--- config.mk ---
export PLATFORM = sky130hd
export DESIGN_NAME = lll_write_resp
export DESIGN_NICKNAME = d
export VERILOG_FILES = /design/src/rtl/lll_pkg.sv /design/src/rtl/lll_par_chk.sv /design/src/rtl/lll_write_resp.sv
export SDC_FILE = /design/constraint.sdc
export NUM_CORES = 1
export LEC_CHECK = 0
export CAP_MARGIN = 30
export CORE_MARGIN = 2
export CORE_UTILIZATION = 47
export DETAILED_ROUTE_END_ITERATION = 10
export PLACE_DENSITY = 0.85
export SLEW_MARGIN = 20
export SYNTH_ARGS = -nofsm -noshare
export SYNTH_HDL_FRONTEND = slang
export SYNTH_HIERARCHICAL = 1
export SYNTH_SLANG_ARGS = --single-unit
--- constraint.sdc ---
create_clock -name clk -period 3.04 [get_ports clk]
set_clock_uncertainty 0.1 [all_clocks]
set_input_delay 0.608 -clock clk [delete_from_list [all_inputs] [get_ports clk]]
set_output_delay 0.608 -clock clk [all_outputs]
set_load 0.02 [all_outputs]
--- src/rtl/lll_pkg.sv ---
// Shared types, limits and helpers for the lll write responder.
package lll_pkg;

    // Transfer FSM states
    typedef enum logic [1:0] {
        W_IDLE,
        W_DATA,
        W_MEM,
        W_DONE
    } lll_state_e;

    // Largest legal word count on lll_wcnt
    localparam int unsigned LLL_MAX_WCNT = 4;

    // Widest data word the parity helper covers; narrower words are zero-padded
    localparam int unsigned LLL_PAR_MAX_W = 256;

    // Per-byte odd parity: bit i makes byte i plus the parity bit hold an odd number of ones
    function automatic logic [LLL_PAR_MAX_W/8-1:0] lll_odd_par(
        input logic [LLL_PAR_MAX_W-1:0] data
    );
        logic [LLL_PAR_MAX_W/8-1:0] p;
        p = '0;
        for (int i = 0; i < int'(LLL_PAR_MAX_W / 8); i++) begin
            p[i] = ~^data[8*i +: 8];
        end
        return p;
    endfunction

endpackage

--- src/rtl/lll_par_chk.sv ---
// Combinational per-byte odd-parity check of a data word against its parity bits.
module lll_par_chk
    import lll_pkg::*;
#(
    parameter int unsigned DATA_W = 32
) (
    input  logic [DATA_W-1:0]   data,
    input  logic [DATA_W/8-1:0] par,
    output logic                par_ok
);

    localparam int unsigned NBYTES = DATA_W / 8;
    localparam int unsigned MAXB   = LLL_PAR_MAX_W / 8;

    logic [LLL_PAR_MAX_W-1:0] data_ext;
    logic [MAXB-1:0]          par_calc;
    logic [MAXB-1:0]          par_ext;

    assign data_ext = LLL_PAR_MAX_W'(data);
    assign par_calc = lll_odd_par(data_ext);

    // Zero padding bytes always carry odd parity 1, so pad the supplied parity with ones
    always_comb begin
        par_ext             = '1;
        par_ext[NBYTES-1:0] = par;
    end

    assign par_ok = (par_calc == par_ext);

endmodule

--- src/rtl/lll_write_resp.sv ---
// Responder end of the lll write interface: takes a 0..4 word burst, checks each
// word, writes it through the memory port and reports completion with an error flag.
// Optional feature macro: LLL_WR_PAR_CHK_EN enables per-byte odd-parity checking.
module lll_write_resp
    import lll_pkg::*;
#(
    parameter int unsigned ADDR_W   = 32,
    parameter int unsigned DATA_W   = 32,
    parameter int unsigned MAX_WCNT = LLL_MAX_WCNT
) (
    input  logic                clk,
    input  logic                reset_n,
    input  logic                lll_start,
    input  logic [2:0]          lll_wcnt,
    input  logic [ADDR_W-1:0]   lll_addr,
    input  logic                lll_wvalid,
    output logic                lll_wready,
    input  logic [DATA_W-1:0]   lll_wdata,
    input  logic [DATA_W/8-1:0] lll_wpar,
    output logic                lll_busy,
    output logic                lll_done,
    output logic                lll_err,
    output logic                mem_req,
    input  logic                mem_gnt,
    output logic [ADDR_W-1:0]   mem_addr,
    output logic [DATA_W-1:0]   mem_wdata
);

    localparam logic [ADDR_W-1:0] ADDR_STEP = ADDR_W'(DATA_W / 8);

    lll_state_e        state;
    logic [2:0]        remaining;
    logic [ADDR_W-1:0] addr_q;
    logic [DATA_W-1:0] data_q;
    logic              par_ok;
    logic              wcnt_illegal;

    assign wcnt_illegal = int'(lll_wcnt) > int'(MAX_WCNT);

`ifdef LLL_WR_PAR_CHK_EN
    lll_par_chk #(
        .DATA_W (DATA_W)
    ) u_par_chk (
        .data   (lll_wdata),
        .par    (lll_wpar),
        .par_ok (par_ok)
    );
`else
    // Parity bits are accepted but ignored in this build
    logic unused_wpar;
    assign unused_wpar = ^lll_wpar;
    assign par_ok      = 1'b1;
`endif

    // The latched address/word drive the memory port directly, so they hold while req waits
    assign mem_addr  = addr_q;
    assign mem_wdata = data_q;

    // Transfer FSM with registered handshake, status and memory-request outputs
    always_ff @(posedge clk or negedge reset_n) begin
        if (!reset_n) begin
            state      <= W_IDLE;
            remaining  <= '0;
            addr_q     <= '0;
            data_q     <= '0;
            lll_wready <= 1'b0;
            lll_busy   <= 1'b0;
            lll_done   <= 1'b0;
            lll_err    <= 1'b0;
            mem_req    <= 1'b0;
        end else begin
            // done/err are single-cycle pulses raised only on entry to W_DONE
            lll_done <= 1'b0;
            lll_err  <= 1'b0;
            unique case (state)
                W_IDLE: begin
                    if (lll_start) begin
                        lll_busy <= 1'b1;
                        if (lll_wcnt == 3'd0 || wcnt_illegal) begin
                            state    <= W_DONE;
                            lll_done <= 1'b1;
                            lll_err  <= wcnt_illegal;
                        end else begin
                            state      <= W_DATA;
                            lll_wready <= 1'b1;
                            addr_q     <= lll_addr;
                            remaining  <= lll_wcnt;
                        end
                    end
                end
                W_DATA: begin
                    if (lll_wvalid) begin
                        lll_wready <= 1'b0;
                        if (par_ok) begin
                            data_q  <= lll_wdata;
                            state   <= W_MEM;
                            mem_req <= 1'b1;
                        end else begin
                            // Bad word aborts the burst; nothing further is written
                            state    <= W_DONE;
                            lll_done <= 1'b1;
                            lll_err  <= 1'b1;
                        end
                    end
                end
                W_MEM: begin
                    if (mem_gnt) begin
                        mem_req   <= 1'b0;
                        remaining <= remaining - 3'd1;
                        addr_q    <= addr_q + ADDR_STEP;
                        if (remaining == 3'd1) begin
                            state    <= W_DONE;
                            lll_done <= 1'b1;
                        end else begin
                            state      <= W_DATA;
                            lll_wready <= 1'b1;
                        end
                    end
                end
                W_DONE: begin
                    state    <= W_IDLE;
                    lll_busy <= 1'b0;
                end
                default: begin
                    state      <= W_IDLE;
                    lll_busy   <= 1'b0;
                    lll_wready <= 1'b0;
                    mem_req    <= 1'b0;
                end
            endcase
        end
    end

endmodule

After elaboration in Yosys (flattened, before gate mapping)
Cells that the tools add are included.
- register bits: 74
- input port bits: 76
- logic and storage cells: 67
- $add $sub $neg: 2
- reduce and logical (&&, ||, !) cells: 13
- equal/unequal tests: 9
- order comparisons: 1
- muxes and demuxes: 33
- operator list (cell ; number):
    32-bit 2-to-1 mux ; 3
    32-bit case mux with 2 select lines ; 1
    32-bit by 3-bit adder with 32-bit output, second input constant ; 1
    1-bit 2-to-1 mux ; 15
    2-bit 2-to-1 mux ; 5
    2-bit inequality test, second input constant ; 5
    3-bit 2-to-1 mux ; 3
    2-bit case mux with 4 select lines ; 1
    1-bit case mux with 2 select lines ; 3
    3-bit case mux with 2 select lines ; 1
    3-bit AND reduction ; 2
    6-bit AND reduction ; 1
    2-bit nonzero test ; 3
    2-bit equality test, second input constant ; 2
    2-bit AND reduction ; 2
    4-bit AND reduction ; 1
    3-bit by 1-bit equality test with 1-bit output, second input constant ; 1
    3-bit greater-than comparator, second input constant ; 1
    3-bit logical NOT ; 1
    1-bit case mux with 3 select lines ; 1
    3-bit nonzero test ; 1
    3-bit by 1-bit subtractor with 3-bit output, second input constant ; 1
    2-bit by 1-bit equality test with 1-bit output, second input constant ; 1
    2-bit logical NOT ; 1
    1-bit logical OR ; 1

Longest topological paths before layout
- depth after elaboration: 5
- mapped depth: 8

Worst setup path after synthesis
Ideal clock, no wire load.
- kind: input port to flip-flop
- start: in lll_wcnt[0]
- end: reg addr_q[10], in the netlist mem_addr[10]
- arrival: 2085 ps
- data required time: 2804 ps
- setup slack: 719 ps
- stages: 8
- buffers on the path: 1
- cell sequence: or2_2 -> ha_1 -> nand3b_1 -> a21oi_1 -> clkbuf_1 -> o21ai_0 -> nand2_1 -> o21ai_0
- longest elaborated chain between the ends: 4
- RTL lines (element ; RTL line ; source):
    start, declared ; lll_write_resp.sv:14 ; input logic [2:0] lll_wcnt,
    3-bit greater-than comparator / 3-bit logical NOT (equally long branches) ; lll_write_resp.sv:38, lll_write_resp.sv:79 ;
    1-bit logical OR * ; lll_write_resp.sv:79 ; if (lll_wcnt == 3'd0 || wcnt_illegal) begin
    2-bit inequality test (no source line) * ; n/a ;
    4-bit AND reduction (no source line) * ; n/a ;
    end signal, assigned ; lll_write_resp.sv:86 ; addr_q <= lll_addr;
    end signal, assigned ; lll_write_resp.sv:110 ; addr_q <= addr_q + ADDR_STEP;
    end, declared ; lll_write_resp.sv:33 ; logic [ADDR_W-1:0] addr_q;
Every way passes the cells marked *; elsewhere a longest branch is shown, timed or not.
A chain may end at the register's enable or synchronous reset.

Worst setup path after layout
- start: in lll_wcnt[0]
- end: reg addr_q[16], in the netlist mem_addr[16]
The elaborated chain is that of the path after synthesis.

==> metrics.md <==
| Metric | Value |
|---|---|
| Status | `finished, final reports clean` |
| Post-Synth Adder-Cell Area | `1.38%` |
| Cell count after synthesis | `360` |
| Vias | `3429` |
| Hold WC Path Type | `in -> async` |
| Crit path max-delay cell type | `clkdlybuf4s50_1` |
| # rows | `32` |
| Clock-pin slew on the worst setup and hold paths | `90 ps` |
| Max-slew violation count | `0` |
| Worst EP required | `3160 ps` |
| Worst skew pair latency | `350 ps` |
| Fmax | `0.390 GHz` |
| Setup repair bufs after CTS | `0` |
| Arrival @ worst endpoint | `2680 ps` |
| Mapped Area | `3630 um^2` |
| Worst-path cell chain | `clkdlybuf4s50_1 -> or2_2 -> ha_1 -> nand3b_1 -> a21oi_2 -> buf_12 -> nand2_1 -> o211ai_1 -> o311ai_0` |
| CTS max path bufs | `2` |
| Largest family of logic cells by synthesized area | `simple AND/OR/NAND/NOR gates` |
| CTS tree | `yes` |
| Max-cap violations | `0` |
| CTS Buf Count | `9` |
| Antenna Cells | `0` |
| WL per Instance | `16.9 um` |
| H-tree depth | `3` |
| Net Sw Power | `0.00237 W` |
| DP HPWL | `7140 um` |
| Die width | `91.9 um` |
| Die height | `91.9 um` |
| Flops & latches, synth | `74` |
| Layout area overhead | `51.0%` |
| Vias in the first global route | `3438` |
| Post-DRT Antenna Nets | `0` |
| Clock root cell | `clkbuf_8` |
| Setup TNS | `0 ps` |
| Vias per Instance | `5.63` |
| Finished Core Util | `72.0%` |
| Pleak | `2.23 nW` |
| # IOs | `145` |
| Synth Area in Compound Gates | `16.6%` |
| First-pass GRT wire length | `16600 um` |
| Ys flop type | `dfrtp_1` |
| Crit path max fanout | `18` |
| Fin. Hold Viols | `0` |
| Tot GR Track Use | `25.4%` |
| Max stage delay on crit path | `430 ps` |
| Max-Slew Margin vs Limit | `67.2%` |
| Layout cells sized above 1 | `13.6%` |
| Crit. End Element | `flop` |
| Clock power frac | `17.0%` |
| Combinational Power Share | `50.9%` |
| VDD IR max | `664 uV` |
| Seq/Total Area, Yosys | `51.1%` |
| RSZ-0062 raised after global routing | `false` |
| WL final | `10300 um` |
| Startpoint Class | `primary input` |
| Simple-Gate Fraction of Synth Area | `16.9%` |
| Synth Net Count | `440` |
| Internal power | `0.00360 W` |
| # fillers | `583` |
| Starting density of the core | `47.7%` |
| Final Wtd Congestion | `0.838` |
| Initial antenna violation count | `0` |
| Synth Warn # | `6` |
| P per Cell Area | `1090 nW/um^2` |
| Count of final setup violators | `0` |
| Worst Tran Pin Value | `492 ps` |
| Fin crit period | `2560 ps` |
| Synth cell types | `46` |
| Core area | `7610 um^2` |
| Pin count of the biggest net entering global routing | `75` |
| Total gr overflow | `0` |
| Drc violations | `0` |
| Synth Area in XOR/XNOR | `0%` |
| Seq pwr share | `32.1%` |
| CTS resizes | `0` |
| Final net count | `582` |
| Die outline area | `8440 um^2` |
| Post-synthesis mux area share | `10.8%` |
| Router iterations before antenna repair | `5` |
| Post-synth EDFFs | `0` |
| Final worst-path cycle share | `84.3%` |
| Clock Sinks | `74` |
| I/O Buffers | `140` |
| Crit Path Category | `in -> reg` |
| Syn Area/Cell | `10.1 um^2` |
| Cts hold-fix bufs | `0` |
| Post-synth ARST share | `100%` |
| Sw frac | `39.7%` |
| Initial DRC Count | `128` |
==> Yosys cell counts, drive strengths merged (2+ instances only) <==
cell	count	share of area [%]
nor2	22	2.3
a21oi	32	4.4
o22a	6	1.4
o311ai	2	0.48
and2	2	0.34
nand2	44	4.6
a31oi	2	0.34
mux2i	3	0.83
nor2b	6	1.0
nor3	4	0.69
dfrtp	74	51
ha	4	1.4
a41oi	2	0.48
nand3b	2	0.41
o22ai	10	1.7
a2bb2oi	6	1.4
and3	3	0.52
nand4	11	1.9
mux2	32	9.9
o21ai	18	2.5
a21o	2	0.41
inv	6	0.62
clkbuf	11	1.1
nand3	20	3.2
a22oi	2	0.41
a211oi	2	0.41
buf	11	1.5
nor4	4	0.86
o211ai	5	1.0
==> power groups by stage <==
stage                     Clock [W]  Combinational [W]  Sequential, W
final                       0.00101            0.00304        0.00192
after global routing        0.00108            0.00328        0.00199
after CTS                   0.00103            0.00305        0.00191
after detailed placement          0            0.00303        0.00193
after global placement            0            0.00296        0.00189
after floorplan                   0            0.00114        0.00238
==> layout by cell type (no fill, tap or decap), drive strengths merged, types with 3 or more instances in the layout <==
cell	netlist	final
nand4	11	11
mux2i	3	3
clkdlybuf4s50	0	139
o22a	6	6
nand3	20	20
inv	6	7
buf	11	14
bufinv	0	4
nor4	4	4
o211ai	5	5
nor3	4	4
dfrtp	74	74
nand2	44	44
clkbuf	11	10
a2bb2oi	6	6
ha	4	4
nor2	22	22
a21oi	32	32
o21ai	18	18
o22ai	10	10
and3	3	3
mux2	32	32
nor2b	6	6
==> per-stage QoR <==
stage / instance area [um^2] / total power [W] / setup slack, ps / instances / hold slack (ps)
2_1_floorplan: 3630 / 0.00353 / 719 / 360 / 212
6_report: 5480 / 0.00597 / 478 / 609 / 49.2
5_1_grt: 5480 / 0.00635 / 377 / 609 / 45.2
3_3_place_gp: 5180 / 0.00485 / 194 / 592 / 361
3_5_place_dp: 5180 / 0.00496 / 134 / 592 / 368
4_1_cts: 5450 / 0.00600 / 511 / 608 / 319
==> cells by family (layout without fill, tap and decap cells) <==
group | count (synthesis) | in the layout
and+or+nand+nor | 124 | 124
adders and majority gates | 4 | 4
DFF | 74 | 74
AOI/OAI and AO/OA | 95 | 95
buffers and inverters | 28 | 175
muxes | 35 | 35
==> metal layers <==
metal	vias up	global-route usage, %	share of wire (%)
met2	172	40.5	47
met1	1638	29.5	39
met4	0	10.8	1.9
met3	16	11.8	12
met5	-	0	0
li1	1603	-	-
==> state kept, by name (all words and copies together), names as in the netlist <==
signal      flops
mem_addr       32
lll_err         1
lll_done        1
state           2
mem_wdata      32
mem_req         1
lll_wready      1
lll_busy        1
remaining       3
==> critical path, delay by kind of cell <==
kind,cells,cell delay (ps)
simple gates,3,510
compound gates,3,640
fa+ha+maj,1,320
buf+inv,2,620
==> cell type report <==
class,count,area (um^2),area share [%]
Clock buffer,10,128,2.33
Clock inverter,6,138,2.51
Inverter,6,22.5,0.411
Multi-Input combinational cell,258,1670,30.5
Sequential cell,74,1850,33.8
Tap cell,102,128,2.33
Timing Repair Buffer,153,1540,28.1
==> final timing paths <==
check | depth (start not counted) | startpoint | to | slack [ps]
max in group asynchronous | 2 | reset_n | mem_wdata[13]$_DFFE_PN0P_ | 2210
hold / removal | 1 | reset_n | mem_wdata[29]$_DFFE_PN0P_ | 50
setup reg to reg | 4 | state[1]$_DFFE_PN0P_ | mem_addr[31]$_DFFE_PN0P_ | 910
setup / recovery | 9 | lll_wcnt[0] | mem_addr[16]$_DFFE_PN0P_ | 480
min in group clk | 2 | mem_addr[1]$_DFFE_PN0P_ | mem_addr[1]$_DFFE_PN0P_ | 380
hold reg to reg | 2 | mem_addr[1]$_DFFE_PN0P_ | mem_addr[1]$_DFFE_PN0P_ | 380
Note: power is estimated with default switching activity, not from simulation.
